**src/rtl/zone_buf_pkg.sv**
```systemverilog
// Shared types and default sizing for the zone-brightness buffer controller.
package zone_buf_pkg;

  localparam int unsigned ZONES_DEF     = 360;
  localparam int unsigned AW_DEF        = 9;
  localparam int unsigned DW_DEF        = 16;
  localparam logic [15:0] CLEAR_VAL_DEF = 16'h0000;

  // Sequencer state, also exported on the debug port of the top level.
  typedef enum logic [1:0] {
    ST_IDLE  = 2'd0,
    ST_CLEAR = 2'd1,
    ST_SCAN  = 2'd2,
    ST_DRAIN = 2'd3
  } zb_state_e;

endpackage

```
**src/rtl/zone_buf_skid.sv**
```systemverilog
// Two-entry output FIFO carrying zone data plus an end-of-frame flag.
// The producer never pushes into a full FIFO; the top level only issues a
// RAM read when a slot is guaranteed to be free when the data returns.
module zone_buf_skid #(
  parameter int unsigned DW = 16
) (
  input  logic          clk,
  input  logic          rst_n,
  input  logic          i_push,
  input  logic [DW-1:0] i_push_data,
  input  logic          i_push_last,
  input  logic          i_ready,
  output logic          o_valid,
  output logic [DW-1:0] o_data,
  output logic          o_last,
  output logic [1:0]    o_count,
  output logic          o_pop
);

  logic [DW:0] r_mem [2];
  logic        r_wr;
  logic        r_rd;
  logic [1:0]  r_cnt;
  logic [DW:0] w_head;

  assign w_head  = r_mem[r_rd];
  assign o_valid = (r_cnt != 2'd0);
  assign o_data  = o_valid ? w_head[DW-1:0] : '0;
  assign o_last  = o_valid & w_head[DW];
  assign o_pop   = o_valid & i_ready;
  assign o_count = r_cnt;

  // Storage, pointers and occupancy; the head stays put while stalled.
  always_ff @(posedge clk or negedge rst_n) begin
    if (!rst_n) begin
      r_mem[0] <= '0;
      r_mem[1] <= '0;
      r_wr     <= 1'b0;
      r_rd     <= 1'b0;
      r_cnt    <= 2'd0;
    end else begin
      if (i_push) begin
        r_mem[r_wr] <= {i_push_last, i_push_data};
        r_wr        <= ~r_wr;
      end
      if (o_pop) r_rd <= ~r_rd;
      r_cnt <= r_cnt + {1'b0, i_push} - {1'b0, o_pop};
    end
  end

endmodule

```
**src/rtl/zone_buf_ctrl.sv**
```systemverilog
// Sequencer/arbiter for the zone-brightness SDP RAM: per-zone writes, bulk
// clear, and a per-frame in-order scan streamed to the LED serializer.
// Handshakes: a transfer happens on a rising edge where valid and ready are
// both high; valid never waits on ready, and data/last stay stable while
// valid is high and ready is low.
module zone_buf_ctrl
  import zone_buf_pkg::*;
#(
  parameter int unsigned   ZONES     = ZONES_DEF,
  parameter int unsigned   AW        = AW_DEF,
  parameter int unsigned   DW        = DW_DEF,
  parameter logic [DW-1:0] CLEAR_VAL = DW'(CLEAR_VAL_DEF)
) (
  input  logic          clk,
  input  logic          rst_n,
  input  logic          wr_valid,
  input  logic [AW-1:0] wr_idx,
  input  logic [DW-1:0] wr_data,
  output logic          wr_ready,
  input  logic          clr,
  input  logic          start,
  output logic          out_valid,
  output logic [DW-1:0] out_data,
  output logic          out_last,
  input  logic          out_ready,
  output logic          busy,
  output logic          err,
  output logic          ram_cea,
  output logic [AW-1:0] ram_ada,
  output logic [DW-1:0] ram_din,
  output logic          ram_ceb,
  output logic [AW-1:0] ram_adb,
  output logic          ram_oce,
  input  logic [DW-1:0] ram_dout,
  output zb_state_e     dbg_state
);

  localparam logic [AW-1:0] LAST_IDX = AW'(ZONES - 1);

  zb_state_e     r_state;
  logic [AW-1:0] r_ptr;      // clear address in CLEAR, read pointer in SCAN
  logic          r_pend;     // start deferred until the clear finishes
  logic          r_cap;      // read issued last cycle, ram_dout valid now
  logic          r_cap_last;
  logic          r_err;
  logic          r_live;     // holds wr_ready low until the first edge after reset

  logic [1:0]    w_cnt;
  logic          w_pop;
  logic [2:0]    w_occ;
  logic          w_issue;
  logic          w_in_range;
  logic          w_wr_fire;
  logic          w_clearing;
  logic          w_scanning;
  logic          w_drop;

  // Occupancy after this edge's pop plus the read still in flight; issuing
  // only below two keeps the FIFO from overflowing yet sustains 1 beat/cycle.
  assign w_occ      = 3'(w_cnt) + 3'(r_cap) - 3'(w_pop);
  assign w_issue    = (r_state == ST_SCAN) && (w_occ < 3'd2);
  assign w_clearing = (r_state == ST_CLEAR);
  assign w_scanning = (r_state == ST_SCAN) || (r_state == ST_DRAIN);

  // A write to the address being read this cycle is stalled one cycle so the
  // two SDP ports never touch the same word on the same edge.
  assign wr_ready   = r_live && !w_clearing && !(w_issue && (wr_idx == r_ptr));
  assign w_wr_fire  = wr_valid && wr_ready;
  assign w_in_range = ({1'b0, wr_idx} < (AW+1)'(ZONES));

  assign ram_cea = w_clearing || (w_wr_fire && w_in_range);
  assign ram_ada = w_clearing ? r_ptr : (ram_cea ? wr_idx : '0);
  assign ram_din = w_clearing ? CLEAR_VAL : (ram_cea ? wr_data : '0);
  assign ram_ceb = w_issue;
  assign ram_adb = w_issue ? r_ptr : '0;
  assign ram_oce = 1'b1;

  assign w_drop = (start && (w_scanning || (w_clearing && r_pend))) ||
                  (clr && w_scanning);

  assign busy      = (r_state != ST_IDLE) || r_pend;
  assign err       = r_err;
  assign dbg_state = r_state;

  zone_buf_skid #(.DW(DW)) u_skid (
    .clk         (clk),
    .rst_n       (rst_n),
    .i_push      (r_cap),
    .i_push_data (ram_dout),
    .i_push_last (r_cap_last),
    .i_ready     (out_ready),
    .o_valid     (out_valid),
    .o_data      (out_data),
    .o_last      (out_last),
    .o_count     (w_cnt),
    .o_pop       (w_pop)
  );

  // Sequencer: clear sweep, scan issue, drain, plus read-return tracking.
  always_ff @(posedge clk or negedge rst_n) begin
    if (!rst_n) begin
      r_state    <= ST_IDLE;
      r_ptr      <= '0;
      r_pend     <= 1'b0;
      r_cap      <= 1'b0;
      r_cap_last <= 1'b0;
      r_err      <= 1'b0;
      r_live     <= 1'b0;
    end else begin
      r_live     <= 1'b1;
      r_err      <= w_drop || (w_wr_fire && !w_in_range);
      r_cap      <= w_issue;
      r_cap_last <= w_issue && (r_ptr == LAST_IDX);
      case (r_state)
        ST_IDLE: begin
          r_ptr <= '0;
          if (clr) begin
            r_state <= ST_CLEAR;
            r_pend  <= start;
          end else if (start) begin
            r_state <= ST_SCAN;
          end
        end
        ST_CLEAR: begin
          if (start && !r_pend) r_pend <= 1'b1;
          if (r_ptr == LAST_IDX) begin
            r_ptr   <= '0;
            r_pend  <= 1'b0;
            r_state <= (r_pend || start) ? ST_SCAN : ST_IDLE;
          end else begin
            r_ptr <= r_ptr + AW'(1);
          end
        end
        ST_SCAN: begin
          if (w_issue) begin
            if (r_ptr == LAST_IDX) begin
              r_ptr   <= '0;
              r_state <= ST_DRAIN;
            end else begin
              r_ptr <= r_ptr + AW'(1);
            end
          end
        end
        ST_DRAIN: begin
          if ((w_cnt == 2'd0) && !r_cap) r_state <= ST_IDLE;
        end
        default: r_state <= ST_IDLE;
      endcase
    end
  end

endmodule

```
**config.mk**
```make
export PLATFORM = sky130hd
export DESIGN_NAME = zone_buf_ctrl
export DESIGN_NICKNAME = d
export VERILOG_FILES = /design/src/rtl/zone_buf_pkg.sv /design/src/rtl/zone_buf_skid.sv /design/src/rtl/zone_buf_ctrl.sv
export SDC_FILE = /design/constraint.sdc
export NUM_CORES = 1
export LEC_CHECK = 0
export BUFFER_PORTS_ARGS = -buffer_cell sky130_fd_sc_hd__buf_2
export CORE_MARGIN = 1
export CORE_UTILIZATION = 51
export CTS_CLUSTER_DIAMETER = 120
export CTS_CLUSTER_SIZE = 28
export DETAILED_ROUTE_END_ITERATION = 10
export PLACE_DENSITY = 0.87
export REMOVE_ABC_BUFFERS = 1
export SLEW_MARGIN = 20
export SYNTH_ARGS = -nofsm -noshare
export SYNTH_HDL_FRONTEND = slang
export SYNTH_SLANG_ARGS = --single-unit
```
**constraint.sdc**
```tcl
create_clock -name clk -period 3.6 [get_ports clk]
set_input_delay 0.54 -clock clk [delete_from_list [all_inputs] [get_ports clk]]
set_output_delay 0.54 -clock clk [all_outputs]
set_load 0.005 [all_outputs]
```
# After elaboration in Yosys (flattened, before gate mapping)

Cells that the tools add are included.

Magnitude comparators: 5
Reductions and logical operators: 35
Multiplexer cells: 27
Bitwise gates (word level): 6
Equality and inequality tests: 12
Add/subtract/negate cells: 5

Operators by type and width:

| cell                | number |
|---|---|
| $mux 17             | 4 |
| $mux 16             | 3 |
| $mux 9              | 5 |
| $bwmux 34           | 1 |
| $pmux 9 s3          | 1 |
| $demux 17 s1        | 1 |
| $logic_and 1x1->1   | 14 |
| $mux 2              | 7 |
| $add 9x1->9 const B | 1 |
| $eq 9x9->1          | 1 |
| $eq 9x9->1 const B  | 1 |
| $lt 9x9->1 const B  | 1 |
| $pmux 2 s4          | 1 |
| $logic_or 1x1->1    | 7 |
| $ne 2x1->1 const B  | 3 |
| $reduce_bool 2->1   | 3 |
| $logic_not 1->1     | 5 |
| $reduce_and 5->1    | 1 |
| $eq 2x2->1 const B  | 2 |
| $ge 2x2->1 const B  | 2 |
| $logic_not 2->1     | 2 |
| $ne 2x2->1 const B  | 2 |
| $not 1->2           | 2 |
| $add 2x1->3         | 1 |
| other kinds (15)    | 19 |

Output and inout port bits: 60
Flip-flop bits (word level): 54
Input port bits: 47
Word-level logic and storage cells: 102

# Depth between registers and ports, before layout

Gate-level depths: netlist (run 1).

Depth after elaboration: 13
Depth in mapped cells: 12
Mapped depth without buffers: 11

# Hierarchy

A second synthesis (run 1) with hierarchy kept.

Cells, all modules: 330
Area, all modules: 3,402.0 um^2

By module, submodules not included:

| module        | cells an instance | times used | area an instance (um^2) | seq. area each (um^2) |
|---|---|---|---|---|
| zone_buf_skid | 126               | 1          | 1,766.7                 | 950.9 |
| zone_buf_ctrl | 204               | 1          | 1,635.3                 | 400.4 |

# Worst setup path after synthesis (run 1)

OpenSTA, ideal clock, no wires.

Path kind: reg2out
From: register u_skid.r_cnt[1] (netlist: u_skid.o_count[1])
To: output port ram_ada[5]
Arrival time: 2.786 ns
Stages on the path, launching flop included: 13
Slack: 0.274 ns
Cells stage by stage: dfrtp_1 -> nor2_4 -> inv_1 -> and2_1 -> ha_1 -> inv_1 -> ha_1 -> fa_1 -> nor2b_1 -> nand4_1 -> o311ai_4 -> buf_6 -> o31ai_1

Longest elaborated chain between the ends: 13
Elaborated cells on any way between the ends: 14
Those cells by class: add/sub (2); order compare (1); mux (2); bitwise (1); reduce/logical (8)

Ends and longest elaborated chain:

| what                     | RTL line            | text |
|---|---|---|
| start: declaration       | zone_buf_skid.sv:23 | `logic [1:0] r_cnt;` |
| start signal: assignment | zone_buf_skid.sv:47 | `r_cnt <= r_cnt + {1'b0, i_push} - {1'b0, o_pop};` |
| $reduce_bool 2->1        | zone_buf_skid.sv:27 | `assign o_valid = (r_cnt != 2'd0);` |
| via out_valid            | zone_buf_ctrl.sv:22 | `output logic out_valid,` |
| $and 1x1->1              | zone_buf_skid.sv:30 | `assign o_pop = o_valid & i_ready;` |
| via u_skid.o_pop         | zone_buf_skid.sv:17 | `output logic o_pop` |
| $sub 3x1->3              | zone_buf_ctrl.sv:60 | `assign w_occ = 3'(w_cnt) + 3'(r_cap) - 3'(w_pop);` |
| via w_occ[1]             | zone_buf_ctrl.sv:50 | `logic [2:0] w_occ;` |
| $lt 3x2->1               | zone_buf_ctrl.sv:61 | `assign w_issue = (r_state == ST_SCAN) && (w_occ < 3'd2);` |
| $logic_and 1x1->1        | zone_buf_ctrl.sv:61 |  |
| $logic_and 1x1->1        | zone_buf_ctrl.sv:67 | `assign wr_ready = r_live && !w_clearing && !(w_issue && (wr_idx == r_ptr));` |
| $logic_not 1->1          | zone_buf_ctrl.sv:67 |  |
| $logic_and 1x1->1        | zone_buf_ctrl.sv:67 |  |
| $logic_and 1x1->1        | zone_buf_ctrl.sv:68 | `assign w_wr_fire = wr_valid && wr_ready;` |
| $logic_and 1x1->1        | zone_buf_ctrl.sv:71 | `assign ram_cea = w_clearing \|\| (w_wr_fire && w_in_range);` |
| $logic_or 1x1->1         | zone_buf_ctrl.sv:71 |  |
| $mux 9 (2 in series)     | zone_buf_ctrl.sv:72 | `assign ram_ada = w_clearing ? r_ptr : (ram_cea ? wr_idx : '0);` |
| end: declaration         | zone_buf_ctrl.sv:29 | `output logic [AW-1:0] ram_ada,` |

The timed path passes the listed nets, and every way through them passes these cells.

# Final worst setup path (run 1)

From: register u_skid.r_cnt[1] (netlist: u_skid.o_count[1])
To: output port ram_ada[0]

Longest elaborated chain between the ends: 13
Elaborated cells on any way between the ends: 14
Those cells by class: add/sub (2); order compare (1); mux (2); bitwise (1); reduce/logical (8)

Ends and longest elaborated chain:

| what                 | RTL line |
|---|---|
| $reduce_bool 2->1    | zone_buf_skid.sv:27 |
| $and 1x1->1          | zone_buf_skid.sv:30 |
| via u_skid.o_pop     | zone_buf_skid.sv:17 |
| $sub 3x1->3          | zone_buf_ctrl.sv:60 |
| via w_occ[1]         | zone_buf_ctrl.sv:50 |
| $lt 3x2->1           | zone_buf_ctrl.sv:61 |
| $logic_and 1x1->1    | zone_buf_ctrl.sv:61 |
| $logic_and 1x1->1    | zone_buf_ctrl.sv:67 |
| $logic_not 1->1      | zone_buf_ctrl.sv:67 |
| $logic_and 1x1->1    | zone_buf_ctrl.sv:67 |
| $logic_and 1x1->1    | zone_buf_ctrl.sv:68 |
| $logic_and 1x1->1    | zone_buf_ctrl.sv:71 |
| $logic_or 1x1->1     | zone_buf_ctrl.sv:71 |
| $mux 9 (2 in series) | zone_buf_ctrl.sv:72 |

The timed path passes the listed nets, and every way through them passes these cells.

==> results of run 1 <==
Yosys cell counts, drive strengths merged:
cell    count
mux2i      20
o21a        1
and4        2
fa          1
nand4       3
or4         1
a21bo       1
conb        1
and2        3
o31ai      12
xnor2       9
xor2        3
mux2       34
and3       11
a21oi       2
dfrtp      54
buf         9
nor2b       3
nand2b      2
nor3b       1
o41ai       1
o211a       1
nor2       43
o21ai       7
nand3      22
a22o        7
nand2      14
o311ai      2
a21boi      2
ha          8
nor4b       1
clkbuf     12
a211o       7
inv        22
o32ai       1
a221oi      1
worst max-delay path, delay by kind of cell, from the launching register on:
kind                       cells  cell delay, ns
AOI/OAI and AO/OA              2            0.38
DFF                            1            0.43
buffers and inverters          5            0.52
adders and majority gates      3            0.86
and+or+nand+nor                4            0.59
logic make-up (layout without fill, tap and decap cells):
group                      count (synthesis)  count (layout)  share of synthesized area [%]
AOI/OAI and AO/OA                         45              45                           11.4
xor gates and xnor gates                  12              12                           3.45
adders and majority gates                  9               9                           3.68
buffers and inverters                     43             150                           5.91
DFF                                       54              54                           41.4
muxes                                     54              54                           17.9
other                                      1               3                          0.115
and+or+nand+nor                          106             106                           16.1
registers in the layout, summed over array words and instances, names as in the netlist:
name            cells
dbg_state           2
err                 1
r_cap               1
r_cap_last          1
r_live              1
r_pend              1
r_ptr               9
u_skid.o_count      2
u_skid.r_mem       34
u_skid.r_rd         1
u_skid.r_wr         1
layer usage:
metal  GRT usage, %  vias to the layer above  routed length [µm]  part of all wire (%)
met3           4.56                       11                 569                   7.2
met4           8.60                        0                  95                   1.2
met1           28.5                     1337                3130                    40
met2           45.7                      139                4120                    52
li1               -                     1341                   -                     -
met5              0                        -                   0                     0
how the worst max path moves through the flow:
stage / end / slack (ns) / depth (start not counted)
global placement: ram_ada[0] / 0.15 / 12
global route: ram_ada[0] / -0.12 / 14
floorplan: ram_ada[0] / -0.29 / 11
finish: ram_ada[0] / -0.02 / 14
detailed placement: ram_ada[0] / 0.09 / 12
CTS: ram_ada[0] / -0.07 / 13
power groups by stage:
stage / combinational [mW] / sequential, mW / clock (mW)
after floorplan: 0.886 / 1.05 / 0
after global placement: 1.34 / 1.09 / 0
after detailed placement: 1.38 / 1.12 / 0
after CTS: 1.52 / 1.11 / 0.424
after global routing: 1.67 / 1.15 / 0.451
final: 1.52 / 1.11 / 0.413
layout make-up:
cell class | count | area (µm²)
flip-flops and latches | 54 | 1350
repair buffers | 121 | 667
inverters | 22 | 82.6
multi-input cells | 228 | 1820
clock buffers | 6 | 82.6
clock inverters | 1 | 30.0
diodes | 1 | 2.50
well taps | 75 | 93.8
fillers | 481 | 1930
what timing repair did:
item,4_1_cts,5_1_grt
gates cloned,2,0
pin swaps,23,7
setup endpoints to repair,27,26
hold buffers,0,0
setup buffers,4,2
gates resized for setup,19,12
per-stage QoR:
stage               worst slack, ns  utilization (%)  setup TNS [ns]
CTS                         -0.0681             67.2          -0.598
global route                 -0.123             68.1           -2.14
finish                      -0.0196             68.1         -0.0856
floorplan                    -0.295                -           -6.82
global placement              0.149             63.4               0
detailed placement           0.0881             63.4               0
==> impl_metrics.ini, run 1 <==
[logic_synthesis]
synth_seq_cells = 54
yosysTopAreaCell = dfrtp_1
post-synth-top-area-fraction_pct = 41.4
seq_area_frac_synth_pct = 41.4
synth_cells = 324
syn_area_per_cell_um2 = 10.1
ys_warn_count = 0
syn_area_mm2 = 0.00326
synth_area_leaders = dfrtp_1, mux2_2, mux2i_1, nor2_1, nand3_1
synthDistinctLibCells = 43

[placed_design]
dp_cells = 493
gp_congestion = 0.824
io_buffers = 105
placed_area_mm2 = 0.00384
hpwlAfterDp_um = 5620

[worst_setup_path]
critPathKind = flop to output port
rrSetupSlack_ns = 0.62
reg2reg_to = r_ptr[7]
path_max_fanout = 6
crit_arrival_ns = 3.08
slowest_delay_ns = 0.46
cp-startpoint = u_skid.o_count[1]
worstReg2RegStart = u_skid.o_count[1]
critPathRequiredTime_ns = 3.06
cp-end-kind = output port
start_kind = flop
crit_slowest_cell = fa_2
crit_chain = nor2_4, inv_2, and2_4, ha_4, inv_2, ha_4, fa_2, nor2b_2, nand4_1, o311ai_4, buf_6, buf_6, o32ai_2, buf_2
reg2regPathDepth = 12

[timing]
period_minus_slack_ns = 3.62
final_max_slew_viol_count = 0
hold_slack_ns = 0.228
hold_viol = 0
relSlewSlack_pct = 31.7
timing.final.crit_share_pct = 101
clock-skew-final_ns = 0.00486
worstMarginPinSlew_ns = 1.02
fmax_mhz = 276
worst_slack_ns = -0.0196
rsz0062_at_grt = yes
setup_viol = 6

[global_routing]
grt_pass1_vias = 2652
grt_usage_pct = 24.8
grt_pass1_wl_um = 12700
grt_overflow = 0
grt_max_degree = 29
antenna_found_initial = 1

[cts]
clock_latency_ns = 0.30
cts_tree = yes
clkSlewWorstSetupHoldPaths_ns = 0.09
cts.sinks = 54
clk_root_buffer_cell = clkbuf_8
htree_levels = 2
cts_buffer_depth = 2
cts_made_buffers = 5

[floorplanning]
rows = 28
core_mm2 = 0.00606
initial_core_util_pct = 53.8
die_y_um = 82.0
die_x_um = 82.0
ios = 107
dieArea_mm2 = 0.00672

[routing]
ant_nets = 0
drtIter0Drc = 81
finalWirelength_um = 7920
drt_first_pass_iters = 4
drc = 0
wl_per_cell_um = 15.6
via_per_inst = 5.57
vias = 2828

[power_and_ir_drop]
clkPwrFrac_pct = 13.5
internal-power_mw = 1.87
p_sw_share_pct = 38.5
p_leak_nw = 2.10
p_switching_mw = 1.18
sequentialPowerShare_pct = 36.5
comb_power_share_pct = 49.9
p_per_area_mw_per_mm2 = 739
vdd_drop_max_mv = 0.465
finalPower_mw = 3.05

[cells_and_area]
fin_cells = 508
syn_to_final_growth_pct = 26.6
final_area_mm2 = 0.00413
nets = 488
drive_above_1_share_pct = 44.4
final_common_cell = buf_2
final_cell_mix = buf_2, dfrtp_1, nor2_1

[run]
drv_cap = 0

[run_status]
violations = setup timing
status = finished with violations

[hold_path]
hold_class = input pin to asynchronous set/reset pin
No activity file was read; power rests on OpenSTA's default activity.
==> run 2, diff against run 1 <==
--- a/config.mk
+++ b/config.mk
@@ -5,13 +5,14 @@
 export SDC_FILE = /design/constraint.sdc
 export NUM_CORES = 1
 export LEC_CHECK = 0
+export ABC_AREA = 1
 export BUFFER_PORTS_ARGS = -buffer_cell sky130_fd_sc_hd__buf_2
 export CORE_MARGIN = 1
 export CORE_UTILIZATION = 51
 export CTS_CLUSTER_DIAMETER = 120
 export CTS_CLUSTER_SIZE = 28
 export DETAILED_ROUTE_END_ITERATION = 10
-export PLACE_DENSITY = 0.87
+export PLACE_DENSITY = 0.88
 export REMOVE_ABC_BUFFERS = 1
 export SLEW_MARGIN = 20
 export SYNTH_ARGS = -nofsm -noshare
==> run 2 against run 1 <==
Compared with the run above: the run now ends clean; fmax is 6.1% higher; final area is 4.9% lower; clock-buffer cell count is 1 lower; largest cell class unchanged; register-to-register slack better by 0.38 ns; via count is 14% higher.
==> impl_metrics.ini, run 2 <==
[run_status]
status = finished clean

[logic_synthesis]
yosysMostFrequentCell = nand2_1
seq_area_frac_synth_pct = 42.6
synth_compound_area_share_pct = 14.6
ys.flop_type = dfrtp_1
yosys.area_share.adder_pct = 3.79
synth_edf_count = 0
syn_area_mm2 = 0.00317
syn_area_per_cell_um2 = 6.99
synthMuxAreaShare_pct = 0.316
synth_cells = 454
synthDistinctLibCells = 32
synthArstFlopShare_pct = 100
synth_xor_area_share_pct = 1.10
synth_seq_cells = 54
post-synth-top-area-fraction_pct = 42.6
synth_area_leaders = dfrtp_1, nand2_1, inv_1, o21ai_0, nor2_1
yosysTopAreaCell = dfrtp_1
synth_top_family_by_area = simple AND/OR/NAND/NOR gates
synth_simple_gate_area_share_pct = 25.4
ys_warn_count = 0
synthTopCellsByCount = nand2_1, inv_1, dfrtp_1, nor2_1, o21ai_0

[cells_and_area]
diodes = 0
largest_reg_flops = 34
syn_to_final_growth_pct = 23.8
fill_cells = 526
final_cell_mix = nand2_1, buf_2, inv_1
final_util_pct = 65.9
nets = 612
drive_above_1_share_pct = 25.0
reg.largest.list = u_skid.r_mem (34), r_ptr (9)
top_register = u_skid.r_mem
final_common_cell = nand2_1

[timing]
relSlewSlack_pct = 34.3
worstMarginPinSlew_ns = 0.983
hold_viol = 0
final_max_slew_viol_count = 0
clock-skew-final_ns = 0.00930
hold_slack_ns = 0.304
fmax_mhz = 293
setup_viol = 0
period_minus_slack_ns = 3.41
timing.final.crit_share_pct = 94.7

[hold_path]
hold_class = input pin to asynchronous set/reset pin

[global_routing]
antenna_found_initial = 0
grt_usage_pct = 24.1
grt_max_degree = 38
grt_pass1_vias = 2877
grt_overflow = 0
grt_pass1_wl_um = 12400

[routing]
wl_per_cell_um = 12.4
drtIter0Drc = 148
via_per_inst = 5.09
ant_nets = 0
finalWirelength_um = 7830
drc = 0
vias = 3216
drt_first_pass_iters = 4

[worst_setup_path]
slowest_delay_ns = 0.56
critPathKind = flop to output port
crit_chain = nor2_2, nor2_1, ha_1, inv_1, ha_1, fa_2, nor2_2, nand2_1, nor2_1, nand2_2, nand4_4, a21oi_1, buf_2
crit_slowest_cell = fa_2
path_max_fanout = 7
start_kind = flop
crit_arrival_ns = 2.87
cp-end-kind = output port
critPathRequiredTime_ns = 3.06
reg2regPathDepth = 12

[cts]
postCtsHoldBufs = 0
cts_tree = yes
htree_levels = 2
clock_latency_ns = 0.31
cts.sinks = 54
cts_buffer_depth = 2
clk_root_buffer_cell = clkbuf_8
clkSlewWorstSetupHoldPaths_ns = 0.10
cts_made_buffers = 5

[run]
drv_cap = 0

[power_and_ir_drop]
vdd_drop_max_mv = 0.377
p_leak_nw = 2.23
p_per_area_mw_per_mm2 = 736

[placed_design]
gp_congestion = 0.878
hpwlAfterDp_um = 5510
io_buffers = 105

[floorplanning]
rows = 28
die_y_um = 80.9
die_x_um = 80.9
initial_core_util_pct = 53.3
core_mm2 = 0.00596
dieArea_mm2 = 0.00654
ios = 107
run 2: cell types whose count changed after synthesis, moves of 4 or more:
cell     previous run  this run
a22o_1              7         0
mux2_2             34         0
and3_1             11         0
a211o_1             7         0
o31ai_1            12         0
nor2_1             42        54
nand3_1            22         9
a21oi_1             2        38
mux2i_1            20         1
inv_1              22        71
nand2_1            14       125
nor3_1              0         4
o21ai_0             6        46
xnor2_1             9         1
run 2: metrics by stage:
stage	setup WS (ns)	std cells	setup TNS [ns]	power [mW]	cell area, µm²
floorplan	-0.109	435	-1.09	1.89	3080
global placement	0.380	620	0	2.36	3730
detailed placement	0.268	620	0	2.44	3730
CTS	0.0110	628	0	2.85	3850
global route	-0.0180	632	-0.0195	3.17	3930
finish	0.189	632	0	2.89	3930
run 2: final timing paths:
check	start	end	slack (ns)
worst max-delay path	u_skid.o_count[0]	ram_ada[6]	0.19
worst min-delay path	rst_n	u_skid.r_mem[26]	0.30
worst max register to register	u_skid.o_count[0]	r_ptr[8]	1.00
worst min register to register	u_skid.r_mem[23]	u_skid.r_mem[23]	0.49
max in group asynchronous	rst_n	u_skid.r_mem[33]	2.54
min in group clk	ram_dout[10]	u_skid.r_mem[10]	0.48
run 2: where the power goes:
group | switching (mW) | internal (mW) | total (mW)
Clock | 0.205 | 0.207 | 0.412
Sequential | 0.162 | 0.857 | 1.02
Combinational | 0.888 | 0.572 | 1.46
run 2: worst max-delay path: cells and delay by family, from the launching register on:
family,cells,cell delay (ns)
adder cells (fa/ha/maj),3,1.04
buffers and inverters,2,0.17
AND/OR/NAND/NOR,7,0.75
flip-flops,1,0.41
AO/OA/AOI/OAI,1,0.19
run 2: repair_timing:
item                       4_1_cts  5_1_grt
setup buffers                    0        2
setup endpoints to repair        0       26
gates resized for setup          0       10
run 2: layout make-up:
cell class	count	area, µm²	share of cell area [%]
clock buffer	5	68.8	1.75
clock inverter	3	45.0	1.15
inverter	75	282	7.17
multi-input combinational	308	1510	38.4
sequential	54	1350	34.4
tap	75	93.8	2.39
timing repair buffer	112	578	14.7
run 2: per-layer routing:
metal  wire length (µm)  global-route usage [%]
met1               3300                    29.3
met2               3960                    44.2
met3                429                    3.48
met4                136                    6.25
met5                  0                       0
run 2: cells by family after synthesis:
| group | after synthesis |
|---|---|
| other | 1 |
| AO/OA/AOI/OAI | 90 |
| buffers and inverters | 95 |
| multiplexers | 1 |
| adder cells (fa/ha/maj) | 9 |
| flip-flops | 54 |
| XOR/XNOR | 4 |
| AND/OR/NAND/NOR | 200 |
